===== src/rtl/acc_seq.sv =====
// Job sequencer: turns start/abort commands into an accelerator start pulse, tracks
// latency, timeout, sticky status, completed-job count and a level interrupt.
module acc_seq #(
    parameter int unsigned CNT_WIDTH = 16
) (
    input  logic                 HCLK,
    input  logic                 HRESET,
    input  logic                 cmd_start,
    input  logic                 cmd_abort,
    input  logic                 irq_en,
    input  logic                 irq_clr,
    input  logic [CNT_WIDTH-1:0] cfg_timeout,
    input  logic                 acc_done,
    output logic                 acc_start,
    output logic                 busy,
    output logic                 status_done,
    output logic                 status_timeout,
    output logic                 status_abort,
    output logic [CNT_WIDTH-1:0] cycle_cnt,
    output logic [CNT_WIDTH-1:0] job_cnt,
    output logic                 irq
);

    typedef enum logic [1:0] {StIdle, StStart, StWait} state_e;

    localparam logic [CNT_WIDTH-1:0] CntMax = '1;

    state_e               state_q, state_d;
    logic                 done_q, done_d;
    logic                 tmo_q, tmo_d;
    logic                 abt_q, abt_d;
    logic [CNT_WIDTH-1:0] cycle_cnt_q, cycle_cnt_d;
    logic [CNT_WIDTH-1:0] job_cnt_q, job_cnt_d;
    logic                 irq_q, irq_d;
    logic [CNT_WIDTH-1:0] cnt_inc;
    logic                 job_end;

    always_comb begin
        state_d     = state_q;
        done_d      = done_q;
        tmo_d       = tmo_q;
        abt_d       = abt_q;
        cycle_cnt_d = cycle_cnt_q;
        job_cnt_d   = job_cnt_q;
        job_end     = 1'b0;
        cnt_inc     = (cycle_cnt_q == CntMax) ? cycle_cnt_q : cycle_cnt_q + CNT_WIDTH'(1);

        case (state_q)
            StIdle: begin
                if (cmd_start) begin
                    state_d     = StStart;
                    done_d      = 1'b0;
                    tmo_d       = 1'b0;
                    abt_d       = 1'b0;
                    cycle_cnt_d = '0;
                end
            end
            StStart: begin
                if (cmd_abort) begin
                    state_d = StIdle;
                    abt_d   = 1'b1;
                    job_end = 1'b1;
                end else begin
                    state_d = StWait;
                end
            end
            StWait: begin
                cycle_cnt_d = cnt_inc;
                // Completion beats abort, abort beats timeout.
                if (acc_done) begin
                    state_d   = StIdle;
                    done_d    = 1'b1;
                    job_cnt_d = job_cnt_q + CNT_WIDTH'(1);
                    job_end   = 1'b1;
                end else if (cmd_abort) begin
                    state_d = StIdle;
                    abt_d   = 1'b1;
                    job_end = 1'b1;
                end else if ((cfg_timeout != '0) && (cnt_inc == cfg_timeout)) begin
                    state_d = StIdle;
                    tmo_d   = 1'b1;
                    job_end = 1'b1;
                end
            end
            default: state_d = StIdle;
        endcase

        // Set has priority over clear.
        irq_d = irq_q;
        if (irq_clr) begin
            irq_d = 1'b0;
        end
        if (job_end && irq_en) begin
            irq_d = 1'b1;
        end
    end

    always_ff @(posedge HCLK or posedge HRESET) begin
        if (HRESET) begin
            state_q     <= StIdle;
            done_q      <= 1'b0;
            tmo_q       <= 1'b0;
            abt_q       <= 1'b0;
            cycle_cnt_q <= '0;
            job_cnt_q   <= '0;
            irq_q       <= 1'b0;
        end else begin
            state_q     <= state_d;
            done_q      <= done_d;
            tmo_q       <= tmo_d;
            abt_q       <= abt_d;
            cycle_cnt_q <= cycle_cnt_d;
            job_cnt_q   <= job_cnt_d;
            irq_q       <= irq_d;
        end
    end

    assign acc_start      = (state_q == StStart);
    assign busy           = (state_q != StIdle);
    assign status_done    = done_q;
    assign status_timeout = tmo_q;
    assign status_abort   = abt_q;
    assign cycle_cnt      = cycle_cnt_q;
    assign job_cnt        = job_cnt_q;
    assign irq            = irq_q;

endmodule


===== config.mk =====
export PLATFORM = sky130hd
export DESIGN_NAME = acc_seq
export DESIGN_NICKNAME = d
export VERILOG_FILES = /design/src/rtl/acc_seq.sv
export SDC_FILE = /design/constraint.sdc
export NUM_CORES = 1
export LEC_CHECK = 0
export BUFFER_PORTS_ARGS = -buffer_cell sky130_fd_sc_hd__buf_2
export CORE_ASPECT_RATIO = 0.6
export CORE_MARGIN = 2
export CORE_UTILIZATION = 40
export CTS_CLUSTER_DIAMETER = 50
export DETAILED_ROUTE_END_ITERATION = 12
export PLACE_DENSITY = 0.72
export SLEW_MARGIN = 10
export SYNTH_ARGS = -nofsm -noshare
export SYNTH_HDL_FRONTEND = slang
export SYNTH_SLANG_ARGS = --single-unit

===== constraint.sdc =====
create_clock -name HCLK -period 2.69 [get_ports HCLK]
set_input_delay 0.1345 -clock HCLK [delete_from_list [all_inputs] [get_ports HCLK]]
set_output_delay 0.1345 -clock HCLK [all_outputs]
set_load 0.1 [all_outputs]

==> summary by stage, run 1 <==
Synthesis
The distinct cell type count after synthesis is 54. For this run, the register share of the synthesized area comes to 0.356. Counting flops with a built-in enable in the synthesized netlist gives 0. In the synthesized netlist, the number of instances is approximately 310. The post-synthesis cell area is ~2700 um2. The number of flip-flops and latches in the synthesized netlist is 38. The mean post-synth cell area is ~8.5 um2. The yosys synthesis warning count is 0. The total nets after synthesis is 342. Of all flip-flops after synthesis, the portion carrying an async set or reset was 1.00.

In the synthesized netlist the dominant register cell turns out to be dfrtp_1.

Layout
In the final design database the tool counted roughly 440 nets. The signed area change from the synthesized netlist to the final layout is 38.9%. The library cell used most frequently in the layout, excluding fill and tap cells, is buf_2. The repair_antennas step left the layout with diodes totalling 0. The fraction of the core area covered by cells at the end of the flow is 0.565. In the layout the commonest cells are 60 x buf_2, 45 x buf_4, 28 x nor2_1. Of the cells placed in the final design, the portion with a size suffix greater than 1 is 0.368. The final instance count without filler cells is 497.

Hold path
The hold-critical path depth is 3. In this run the worst hold path is classified as in -> reg. The endpoint with the worst hold slack is irq. The worst hold path begins at irq_clr.

STA
The shortest period the worst path allows is about 2700 ps. The number of hold-slack violations in the final timing report was 0. For this run, the top clock speed supported by timing is 377 MHz.

The final number of max-transition violations is 0. Summed over all failing endpoints, the final setup total negative slack is 0 ps. Setup violations remaining at the end of the flow were counted as 0. The worst hold slack is between 100 and 150 ps. The share of the cycle needed by the critical path after routing is 0.986. Setup repair after global routing could not meet its margin everywhere. The final setup skew is around 7.4 ps. Setup slack closes at about 37 ps. The remaining max-slew budget at the tightest pin is 0.580. The worst-margin pin slew is a little over 600 ps.

Place
The weighted congestion reported at the end of routability-driven placement is between 0.9 and 1. The number of instances in the placed design is 475. During placement, the flow inserted port buffers numbering 60. At the placement stage, the worst setup path has a slack of -67.1 ps.

Detailed placement ended at an HPWL of 6320 um.

Global route
Across every metal layer, demand over resource in global routing totals 0.236. The number of antenna violations at the first check in global routing came to 0. The first-pass GRT wire length is about 13000 um. The remaining global-route overflow is 0.

The pin count of the biggest net entering global routing is 39. The via count of the first global-routing pass is between 2000 and 3000.

Detailed routing
The post-detailed-route wirelength per cell is roughly 17 um. The number of remaining DRC errors is 0. Before antenna repair, the detailed router went through 4 iterations. The detail route stage leaves a number of antenna-violating nets equal to 0. The average vias per placed instance is 5.68. The total via count in the routed design is between 2000 and 3000. The detailed router finished its first iteration with roughly 170 violations.

Summed over all layers, the routed wires come to 8690 um.

Critical path
STA classifies the critical path endpoint as a flop. The launching point of the worst reg2reg path is cycle_cnt[0]. The worst-case reg-to-reg path depth is 10. STA puts the critical path data arrival time at between 2000 and 3000 ps.

The register-to-register setup slack is roughly 37 ps. The category of the most critical setup path is reg -> reg. The worst-path maximum fanout is 8. The endpoint required time on the critical path is roughly 2900 ps. The startpoint kind of the worst setup timing path is a flop. The endpoint of the worst-slack reg-to-reg timing path is state_q[1].

Run status
The run finished with clean final reports.

Floorplan
The floorplan die width is ~110 um. From bottom edge to top edge, the die measures slightly below 70 um. The area of the placeable core is 6560 um2. For this configuration, the core starts out at a cell density of 0.407.

The row count is 23. The area enclosed by the die boundary is between 7000 and 8000 um2. Pin placement for this block handled between 60 and 70 I/O pins.

Power and ir drop
The share of total power dissipated in sequential elements is 0.279. Of the total power, the share spent switching nets is 0.482. The total power density per cell area is 698 nW/um2. The clock group share of total power is 0.229. In this run the static leakage power is 1.76 nW.

The part of the total power dissipated in combinational logic is 0.492. The switching power is 1.25 mW. The peak supply drop is between 0.5 and 0.6 mV. The internal power contribution is 1.34 mW.

Flow run
The count of maximum capacitance violations is 0.

Clocking
The tree built by TritonCTS fans out to 38 sinks. In this run, CTS created clock tree buffers numbering 5. The TritonCTS clock tree is done.

The H-tree depth is 2. The insertion delay of the later-clocked pin in the worst-skew pair is 290 ps. The clock passes through at most 2 buffers.

The tree is rooted in a clkbuf_8. The CTS clock-pin slew for the worst setup and hold paths is about 80 ps.
how the worst max path moves through the flow:
stage | end | start | slack [ps] | cells past startpoint
after floorplan | state_q[1] | cycle_cnt[1] | -10 | 9
after detailed placement | state_q[1] | cycle_cnt[10] | -70 | 9
after global routing | state_q[1] | cycle_cnt[0] | -50 | 10
final | state_q[1] | cycle_cnt[0] | 40 | 10
after CTS | state_q[1] | cycle_cnt[6] | 6 | 9
after global placement | state_q[1] | cycle_cnt[11] | -60 | 9
what timing repair did:
action / 4_1_cts / 5_1_grt
pin swaps: 5 / 6
endpoints found under the hold margin: 38 / 0
setup endpoints to repair: 3 / 4
gates resized for setup: 4 / 12
setup buffers: 6 / 7
hold buffers: 1 / 0
power groups by stage:
| stage | clock network, mW | registers (mW) | logic, mW |
|---|---|---|---|
| after floorplan | 0 | 1.14 | 0.562 |
| after global placement | 0 | 0.728 | 1.22 |
| after detailed placement | 0 | 0.734 | 1.24 |
| after CTS | 0.605 | 0.722 | 1.24 |
| after global routing | 0.635 | 0.734 | 1.34 |
| final | 0.593 | 0.722 | 1.27 |
cells in the mapped netlist, types with 7 or more instances:
cell / count / area, um2
dfrtp_1: 38 / 951
nor2_1: 28 / 105
o21ai_0: 24 / 120
nand2_1: 20 / 75.1
xnor2_1: 20 / 175
a21oi_1: 19 / 95.1
inv_1: 15 / 56.3
nand3_1: 14 / 70.1
nand4_1: 13 / 81.3
clkbuf_1: 12 / 45.0
nor4_1: 8 / 50.1
xor2_1: 8 / 70.1
a31oi_1: 7 / 43.8
and3_1: 7 / 43.8
critical path, cell delays in order, from the launching register on:
cell and delay [ps]:
dfrtp_4 430, ha_4 170, nand3_4 170, nor4_4 350, xnor2_1 130, or3_4 350, a2111oi_4 300, nand4_1 160
buf_6 170, a31oi_4 170, mux2i_1 190
sequential cells by signal, indices dropped and copies added, names as in the netlist:
signal          cells
state_q             2
status_timeout      1
cycle_cnt          16
job_cnt            16
irq                 1
status_done         1
status_abort        1
area by class of cell:
type                            count  area (um2)
Clock buffer                        5        68.8
Clock inverter                      3        68.8
Fill cell                         600        2850
Inverter                           15        56.3
Multi-Input combinational cell    241        1730
Sequential cell                    38        1000
Tap cell                           87         109
Timing Repair Buffer              108         671
routing by layer:
metal / track usage / wire (um) / vias to the layer above
met3: 0.0685 / 917 / 14
met4: 0.0332 / 86 / 0
met1: 0.353 / 4030 / 1355
met5: 0 / 0 / -
li1: - / - / 1330
met2: 0.342 / 3660 / 126
metrics by stage:
| step | power, mW | instance area (um2) |
|---|---|---|
| floorplan | 1.70 | 2790 |
| global placement | 1.95 | 3360 |
| detailed placement | 1.97 | 3360 |
| CTS | 2.57 | 3580 |
| global route | 2.71 | 3710 |
| finish | 2.59 | 3710 |
cell families after synthesis:
family                     count (synthesis)  synth area share
adders and majority gates                  6            0.0281
and+or+nand+nor                          121             0.253
buffers and inverters                     34            0.0511
muxes                                      9            0.0351
AOI/OAI and AO/OA                         77             0.185
DFF                                       38             0.356
xor gates and xnor gates                  28            0.0918
(Power assumes the default switching activity.)
==> run 2, diff against run 1 <==
Settings changed: PLACE_DENSITY 0.72 to 0.7, REMOVE_ABC_BUFFERS set to 1.
Clock period 2.69 ns to 3.05 ns, I/O delays scaled along.
==> summary by stage, run 2 (synthesis gave the netlist of run 1 again) <==
STA
The final number of setup-violating endpoints came to 0 (unchanged). The worst-margin pin slew is 557 ps (-66.7 ps). The shortest period the worst path allows came to 2910 ps (+256 ps). The share of the cycle needed by the critical path after routing is 0.954 (-0.0326). The final number of max-transition violations is 0 (unchanged).

The number of hold-slack violations in the final timing report is 0 (unchanged). The remaining max-slew budget at the tightest pin came to 0.625 (+0.0449). The maximum clock frequency is 344 MHz (-8.8%). The final setup skew is 5.42 ps (-2.00 ps). The worst setup margin is 142 ps (+104 ps).

Critical path
The critical path's largest stage delay is 520 ps (+90 ps). The worst setup path is captured at a flop. The signal on the critical path passes through nand4_1 -> nor4_2 -> mux2i_1 -> o22ai_1 -> nor4b_1 -> nand4_1 -> a31oi_1 -> mux2i_1. The worst setup path is launched from a flop.

The data arrival time at the worst-slack endpoint is 3130 ps (+250 ps). The endpoint required time on the critical path is 3270 ps (+360 ps). The slowest stage of the critical path is the dfrtp_1 cell. By startpoint and endpoint, the worst setup path is classified as reg -> reg.

The worst-path maximum fanout is 11 (+3).

Detailed routing
The post-detailed-route wirelength per cell is 16.3 um (-6.6%). The number of DRC markers after the initial detailed-route iteration is 214 (+27%). The number of optimization iterations in the first detailed-route pass is 5 (+1). The overall routed net length is 7650 um (-12%). The number of remaining DRC errors is 0 (unchanged). The antenna violation net count after detailed routing was 0 (unchanged). The total via count in the routed design is 2667 (-5.6%).

The average vias per placed instance is 5.69 (about the same).

Floorplan
The area enclosed by the die boundary came to 7370 um2 (unchanged). The die outline height is 67.3 um (unchanged). The initial core utilization is 0.407 (unchanged). The floorplan die width is 109 um (unchanged). The number of top-level pins was 61 (unchanged). The row count is 23 (unchanged). The area of the placeable core came to 6560 um2 (unchanged).

Layout
The share of final-layout standard cells stronger than drive strength 1 was 0.254 (-0.114). The final instance area was 3260 um2 (-12%). The area growth from synthesis to layout is 21.9%. The final layout net count is 411 (-6.2%). The leading cell type in the layout, fill and taps excluded is buf_2. The top cell types in the final layout, fill and taps aside, are 60 x buf_2, 38 x dfrtp_1, 28 x nor2_1. The antenna cell count is 0 (unchanged). The filler cell count was 644 (+7.3%).

Global route
The total track usage is 0.212 (-0.0238). The remaining global-route overflow is 0 (unchanged). The via count of the first global-routing pass is 2272 (-10%).

The pin count of the biggest net entering global routing is 39 (unchanged). The first-pass GRT wire length was 11900 um (-11%). The number of antenna violations at the first check in global routing is 0 (unchanged).

Power and ir drop
The static leakage is 1.57 nW (-11%). The total power density per cell area is 629 nW/um2 (-9.9%). The peak supply drop is 0.736 mV (+46%).

Place
The final HPWL from detailed placement is 5690 um (-9.9%). The number of buffers inserted by port buffering came to 60 (unchanged). The standard cell area after detailed placement came to 3140 um2 (-6.4%). The weighted congestion reported at the end of routability-driven placement is 0.971 (-2.4%). The worst slack after detailed placement is 155 ps (+223 ps).

Clocking
The H-tree depth is 2 (unchanged). The root buffer cell is clkbuf_8. The number of clock sinks was 38 (unchanged). The CTS clock-pin slew for the worst setup and hold paths is 80 ps (about the same).

The worst-case clock buffer depth is 2 (unchanged). The TritonCTS clock tree is done. The number of clock buffers inserted by TritonCTS is 5 (unchanged).

The insertion delay of the later-clocked pin in the worst-skew pair is 290 ps (about the same).

Flow run
The count of maximum capacitance violations came to 0 (unchanged).

Hold path
The worst min-delay path class is in -> reg.

Run status
The flow ran to the end, and the final reports show no timing, DRC or antenna violations.
run 2: cell types whose count changed in the layout (fill, tap and decap cells not counted), sizes merged:
cell / change
buf: -27
bufinv: -2
clkinv: +1
run 2: layout make-up:
cell class              instances  area (um2)  area share
clock buffers                   5        68.8      0.0211
well taps                      87         109      0.0334
clock inverters                 2        10.0     0.00307
repair buffers                 81         460       0.141
flip-flops and latches         38         951       0.292
inverters                      15        56.3      0.0173
multi-input cells             241        1600       0.492
run 2: final timing paths:
kind	startpoint	end	slack, ps	cells after the start
min in group asynchronous	HRESET	cycle_cnt[15]	520	4
worst min-delay path	irq_clr	irq	120	3
worst max-delay path	cycle_cnt[2]	state_q[1]	140	8
worst max register to register	cycle_cnt[2]	state_q[1]	140	8
worst min register to register	job_cnt[15]	job_cnt[15]	470	1
max in group asynchronous	HRESET	job_cnt[14]	2190	4
run 2: report_power, final:
group	switching, mW	internal (mW)	total, mW
Sequential	0.0560	0.567	0.623
Clock	0.185	0.154	0.339
Combinational	0.829	0.257	1.09
run 2: repair_timing:
action,4_1_cts,5_1_grt
hold buffers,1,0
setup buffers,0,1
setup endpoints to repair,0,3
endpoints found under the hold margin,38,0
gates resized for setup,0,3
run 2: critical path, delay by kind of cell (launching register included):
kind | cells | cell delay, ps
compound gates | 2 | 400
simple gates | 4 | 1300
mux | 2 | 610
flops | 1 | 520
run 2: per-layer routing:
| layer | share of wire | up-vias | GRT usage |
|---|---|---|---|
| met1 | 0.50 | 1250 | 0.335 |
| met5 | 0 | - | 0 |
| met2 | 0.38 | 141 | 0.274 |
| li1 | - | 1272 | - |
| met3 | 0.12 | 4 | 0.0695 |
| met4 | 0.0055 | 0 | 0.0380 |
run 2: metrics by stage:
step           hold WS [ps]  cells   util  TNS, ps  power, mW
6_report                120    469  0.496        0       2.05
3_3_place_gp            307    460  0.479        0       1.70
3_5_place_dp            305    460  0.479        0       1.71
5_1_grt                 115    469  0.496    -2.88       2.16
2_1_floorplan           307    294      -    -4190       1.47
4_1_cts                 113    468  0.492        0       2.06
